`src/rtl/pooling_layer.sv`:
```
// pooling_layer: streaming FILTER_SIZE x FILTER_SIZE max-pooling, stride STRIDE, raster-order pixels.
//   clk         : rising-edge clock
//   reset       : asynchronous active-high reset (counters, window, outputs)
//   clk_en      : pixel strobe, state advances only when high
//   input_data  : CHANNELS packed unsigned D_WIDTH samples, channel c at [c*D_WIDTH +: D_WIDTH]
//   output_data : pooled pixel, same packing, held between pulses
//   valid       : one-cycle pulse marking a new pooled pixel
module pooling_layer #(
    parameter int D_WIDTH     = 8,
    parameter int CHANNELS    = 3,
    parameter int FILTER_SIZE = 2,
    parameter int IMAGE_SIZE  = 64,
    parameter int STRIDE      = 2
) (
    input  logic                        clk,
    input  logic                        reset,
    input  logic                        clk_en,
    input  logic [CHANNELS*D_WIDTH-1:0] input_data,
    output logic [CHANNELS*D_WIDTH-1:0] output_data,
    output logic                        valid
);
    localparam int PW = CHANNELS * D_WIDTH;
    localparam int F  = FILTER_SIZE;
    localparam int LB = (F > 1) ? F - 1 : 1;
    localparam int CW = (IMAGE_SIZE > 1) ? $clog2(IMAGE_SIZE) : 1;
    localparam int RW = (F > 1) ? $clog2(F) : 1;
    localparam int SW = (STRIDE > 1) ? $clog2(STRIDE) : 1;

    logic [CW-1:0] r_col;
    logic [RW-1:0] r_row;
    logic [SW-1:0] r_cph;
    logic [SW-1:0] r_rph;
    logic [PW-1:0] r_win [F][F];
    logic [PW-1:0] r_lb [LB][IMAGE_SIZE];
    logic [PW-1:0] r_out;
    logic          r_valid;
    logic [PW-1:0] w_colv [F];
    logic [PW-1:0] w_max;
    logic          w_last_col;
    logic          w_ready;

    // Incoming column: index k is the pixel k rows above the current one at this column.
    always_comb begin
        w_colv[0] = input_data;
        for (int k = 1; k < F; k++)
            w_colv[k] = r_lb[k-1][r_col];
    end

    // Max over the new column plus the F-1 newest stored columns, i.e. the window after the shift.
    always_comb begin
        w_max = '0;
        for (int c = 0; c < CHANNELS; c++)
            for (int i = 0; i < F; i++) begin
                w_max[c*D_WIDTH +: D_WIDTH] = (w_colv[i][c*D_WIDTH +: D_WIDTH] > w_max[c*D_WIDTH +: D_WIDTH])
                                            ? w_colv[i][c*D_WIDTH +: D_WIDTH] : w_max[c*D_WIDTH +: D_WIDTH];
                for (int j = 0; j < F - 1; j++)
                    w_max[c*D_WIDTH +: D_WIDTH] = (r_win[i][j][c*D_WIDTH +: D_WIDTH] > w_max[c*D_WIDTH +: D_WIDTH])
                                                ? r_win[i][j][c*D_WIDTH +: D_WIDTH] : w_max[c*D_WIDTH +: D_WIDTH];
            end
    end

    assign w_last_col = (r_col == CW'(IMAGE_SIZE - 1));
    // Phase counters hold (c-(F-1)) mod S and (r-(F-1)) mod S once the window fits.
    assign w_ready    = (r_row == RW'(F - 1)) && (r_col >= CW'(F - 1)) && (r_cph == '0) && (r_rph == '0);

    always_ff @(posedge clk or posedge reset) begin
        if (reset) begin
            r_col   <= '0;
            r_row   <= '0;
            r_cph   <= '0;
            r_rph   <= '0;
            r_out   <= '0;
            r_valid <= 1'b0;
            for (int i = 0; i < F; i++)
                for (int j = 0; j < F; j++)
                    r_win[i][j] <= '0;
        end else begin
            r_valid <= clk_en && w_ready;
            if (clk_en) begin
                r_col <= w_last_col ? '0 : r_col + 1'b1;
                if (w_last_col) begin
                    r_cph <= '0;
                    r_row <= (r_row == RW'(F - 1)) ? r_row : r_row + 1'b1;
                    if (r_row == RW'(F - 1))
                        r_rph <= (r_rph == SW'(STRIDE - 1)) ? '0 : r_rph + 1'b1;
                end else if (r_col >= CW'(F - 1)) begin
                    r_cph <= (r_cph == SW'(STRIDE - 1)) ? '0 : r_cph + 1'b1;
                end
                if (w_ready)
                    r_out <= w_max;
                for (int i = 0; i < F; i++) begin
                    r_win[i][0] <= w_colv[i];
                    for (int j = 1; j < F; j++)
                        r_win[i][j] <= r_win[i][j-1];
                end
            end
        end
    end

    // Line buffers are indexed by column, so no reset is needed: rows below F-1 are never pooled.
    always_ff @(posedge clk) begin
        if (clk_en)
            for (int k = 0; k < F - 1; k++)
                r_lb[k][r_col] <= w_colv[k];
    end

    assign output_data = r_out;
    assign valid       = r_valid;
endmodule

```
`config.mk`:
```
export PLATFORM = sky130hd
export DESIGN_NAME = pooling_layer
export DESIGN_NICKNAME = d
export VERILOG_FILES = /design/src/rtl/pooling_layer.sv
export SDC_FILE = /design/constraint.sdc
export NUM_CORES = 2
export LEC_CHECK = 0
export ABC_AREA = 1
export CORE_MARGIN = 3
export CORE_UTILIZATION = 50
export DETAILED_ROUTE_END_ITERATION = 6
export DONT_BUFFER_PORTS = 1
export SLEW_MARGIN = 20
export SYNTH_ARGS = -nofsm -noshare
export SYNTH_HDL_FRONTEND = slang
export SYNTH_SLANG_ARGS = --single-unit
```
`constraint.sdc`:
```
create_clock -name clk -period 13.9 [get_ports clk]
set_input_delay 2.78 -clock clk [delete_from_list [all_inputs] [get_ports clk]]
set_output_delay 2.78 -clock clk [all_outputs]
set_load 0.005 [all_outputs]
```
==> results.txt <==
Status - finished, violations left
Failing checks - antenna violations
Worst-path maximum fanout - 51
Avg Cell Area, Syn - 13.3 sq um
Initial DRC count - 4826
Compound-gate portion of the synthesized area - 6.81%
Via density - 5.93
Final min period - 7.57 ns
Core area - 126000 sq um
Vias - 39600
Resized cells post-CTS - 0
CTS clk-pin slew, worst paths - 0.06 ns
Worst VDD drop - 0.145 mV
Setup-failing EPs final - 0
Worst EP required - 14.59 ns
Hold slack - 0.497 ns
Leakage - 25.7 nW
Type of the most critical hold path - reg2reg
Clk_lat worst skew - 0.80 ns
Most numerous cell in the Yosys netlist - edfxtp_1
Crit start category - flop
Post-synth top cells - edfxtp_1 (1536), nand2_1 (1384), inv_1 (331)
Int Pwr - 8.82 mW
Syn Nets - 4918
Sw power - 4.40 mW
Post-Synth Simple-Gate Area - 12.7%
Yosys top cell area share - 72.2%
Final RePlAce weighted congestion - 0.869
Mapped Cells - 4819
RSZ-0062 raised after global routing - false
Cell variety after synth - 48
Crit path kind - reg2reg
Routed Antenna Nets - 1
Worst path arrival time - 8.26 ns
HPWL Detailed - 102 mm
Bufs and invs on worst path - 4
Peak Freq - 132 MHz
DP Area - 66000 sq um
Finished Cell Area - 71100 sq um
Sequential share of the synthesized area - 75.4%
Sw Share - 33.3%
Clock Root Buffer - clkbuf_16
Num CTS Buffers - 166
Area leader, netlist - edfxtp_1
Setup TNS - 0 ns
H-tree depth - 4
Slew Viols, Final - 0
Vias in the first global route - 37800
I/O pins - 52
First-pass GRT wire length - 269 mm
Sequential power share - 42.9%
Clock Sinks - 1618
CTS Hold Bufs - 0
M1 WL - 78.1 mm
Post-Synth XOR/XNOR Area - 0.0274%
Worst-Margin Slew - 1.09 ns
DR top layer - met5
Slowest cell on crit path - o21ai_0
Largest family of logic cells by synthesized area - simple AND/OR/NAND/NOR gates
Max clock buf depth - 3
Rows - 130
CTS tree - done
Ys flop type - edfxtp_1
Power Dens Cells - 186 nW/um^2
Post-synthesis register bit count - 1618
Hold Vio Cnt, Final - 0
Die Ht - 364 um
Yosys warning total - 0
Share of cells above drive strength 1 - 8.88%
Fin crit share - 54.4%
Post-Synth Adder-Cell Area - 1.41%
Starting density of the core - 50.6%
Initial antenna violation count - 6
Die Wd - 364 um
EDFF count, synth - 1536
GRT Util Overall - 28.6%
Post-CTS setup buffer count - 0
Max Cap Violations - 0
Pin count of the biggest net entering global routing - 105
Top delay family on crit path - simple AND/OR/NAND/NOR gates
Async S/R FF share, synth - 5.07%
Most frequent CP cell - nand2_1
Met3 WL - 17.5 mm
Comb power frac - 25.3%
Setup crit end kind - flop
Final core occ - 56.3%
Drt total wl - 188 mm
Rel. slew slack - 27.1%
Final net count - 4980
Die Area - 132000 sq um
Post-synthesis mux area share - 0%
# DRC - 0
Syn-to-layout area delta - 11.3%
WL met2 - 85.6 mm
Max incr delay on CP - 0.77 ns
Post-Syn Area - 63900 sq um
Ranking of synthesized cells by area - edfxtp_1 (72%), nand2_1 (8.1%), dfrtp_1 (3.2%), a22oi_1 (2.1%), inv_1 (1.9%)
PortBufs - 0
Clock power frac - 31.8%
Final Skew - 0.0266 ns
DRT Pass-1 Iters - 5
Total global routing overflow - 0
WL/cell - 28.2 um
==> power by group through the flow <==
stage / clock [mW] / sequential, mW / combinational (mW)
5_1_grt: 4.47 / 5.69 / 3.67
4_1_cts: 4.27 / 5.67 / 3.31
2_1_floorplan: 0 / 5.72 / 2.11
6_report: 4.21 / 5.67 / 3.34
3_3_place_gp: 0 / 5.77 / 3.28
3_5_place_dp: 0 / 5.77 / 3.30
==> stage by stage <==
step | setup slack, ns | std cells | power, mW
after floorplan | 7.34 | 4819 | 7.83
after global placement | 6.48 | 6363 | 9.05
after detailed placement | 6.37 | 6363 | 9.07
after CTS | 6.34 | 6671 | 13.3
after global routing | 5.84 | 6671 | 13.8
final | 6.33 | 6680 | 13.2
==> final timing paths <==
check / startpoint / to / slack [ns] / cells after the start
min in group asynchronous: reset / output_data[0] / 1.79 / 1
max: r_col[0] / output_data[10] / 6.33 / 26
min: r_rph / r_rph / 0.50 / 1
max reg2reg: r_col[0] / output_data[10] / 6.33 / 26
max in group asynchronous: reset / r_col[0] / 10.73 / 2
min reg2reg: r_rph / r_rph / 0.50 / 1
==> sequential cells by signal, summed over array words and instances (netlist names) <==
name,flops
output_data,24
r_lb,1536
r_cph,1
r_win,48
valid,1
r_row,1
r_col,6
r_rph,1
==> layer usage <==
| layer | GRT usage [%] | vias to the layer above |
|---|---|---|
| met5 | 0 | - |
| met1 | 40.5 | 19900 |
| li1 | - | 17500 |
| met4 | 10.6 | 4 |
| met3 | 5.54 | 302 |
| met2 | 44.3 | 1924 |
==> layout by cell type, fill, tap and decap left out, types with 49 or more instances in the layout <==
cell type and count:
a21oi_1 60, a221oi_1 126, a22o_1 49, a22oi_1 177, buf_4 103, clkbuf_16 169, dfrtp_1 81, edfxtp_1 1536
ha_1 72, inv_1 328, nand2_1 1384, nand3_1 172, nand4_1 125, nor2_1 140, nor2_2 75, o21ai_0 115
==> layout make-up <==
class,count,area (sq um)
inverters,338,1280
multi-input cells,2650,13600
fillers,10200,55100
flip-flops and latches,1618,48200
well taps,1650,2060
clock inverters,90,652
clock buffers,218,4470
diodes,9,22.5
repair buffers,107,853
==> cell families (layout without fill, tap and decap cells) <==
family / count (synthesis) / in the layout
and+or+nand+nor: 1959 / 1959
adders and majority gates: 72 / 72
xor gates and xnor gates: 2 / 2
buffers and inverters: 551 / 753
other: 0 / 9
DFF: 1618 / 1618
AOI/OAI and AO/OA: 617 / 617
==> worst reg2reg max path, stage by stage, from the launching register on <==
cell and delay, ns:
dfrtp_4 0.68, inv_4 0.27, nand2_1 0.56, inv_6 0.37, buf_4 0.40, buf_4 0.46
nand2_1 0.20, o2111ai_1 0.10, o21ai_0 0.77, nand2_1 0.12, nor2_1 0.39, nand2_1 0.19
ha_1 0.33, nand2_1 0.07, nor2_1 0.19, nand4_2 0.27, nand2_4 0.20, nand2_1 0.09
and2_1 0.14, ha_1 0.28, nand2_1 0.07, nor2_1 0.15, nand3_1 0.08, o21ai_1 0.72
nand3_1 0.18, nand2_1 0.12, nand2_1 0.05
No activity file was read; power rests on OpenSTA's default activity.
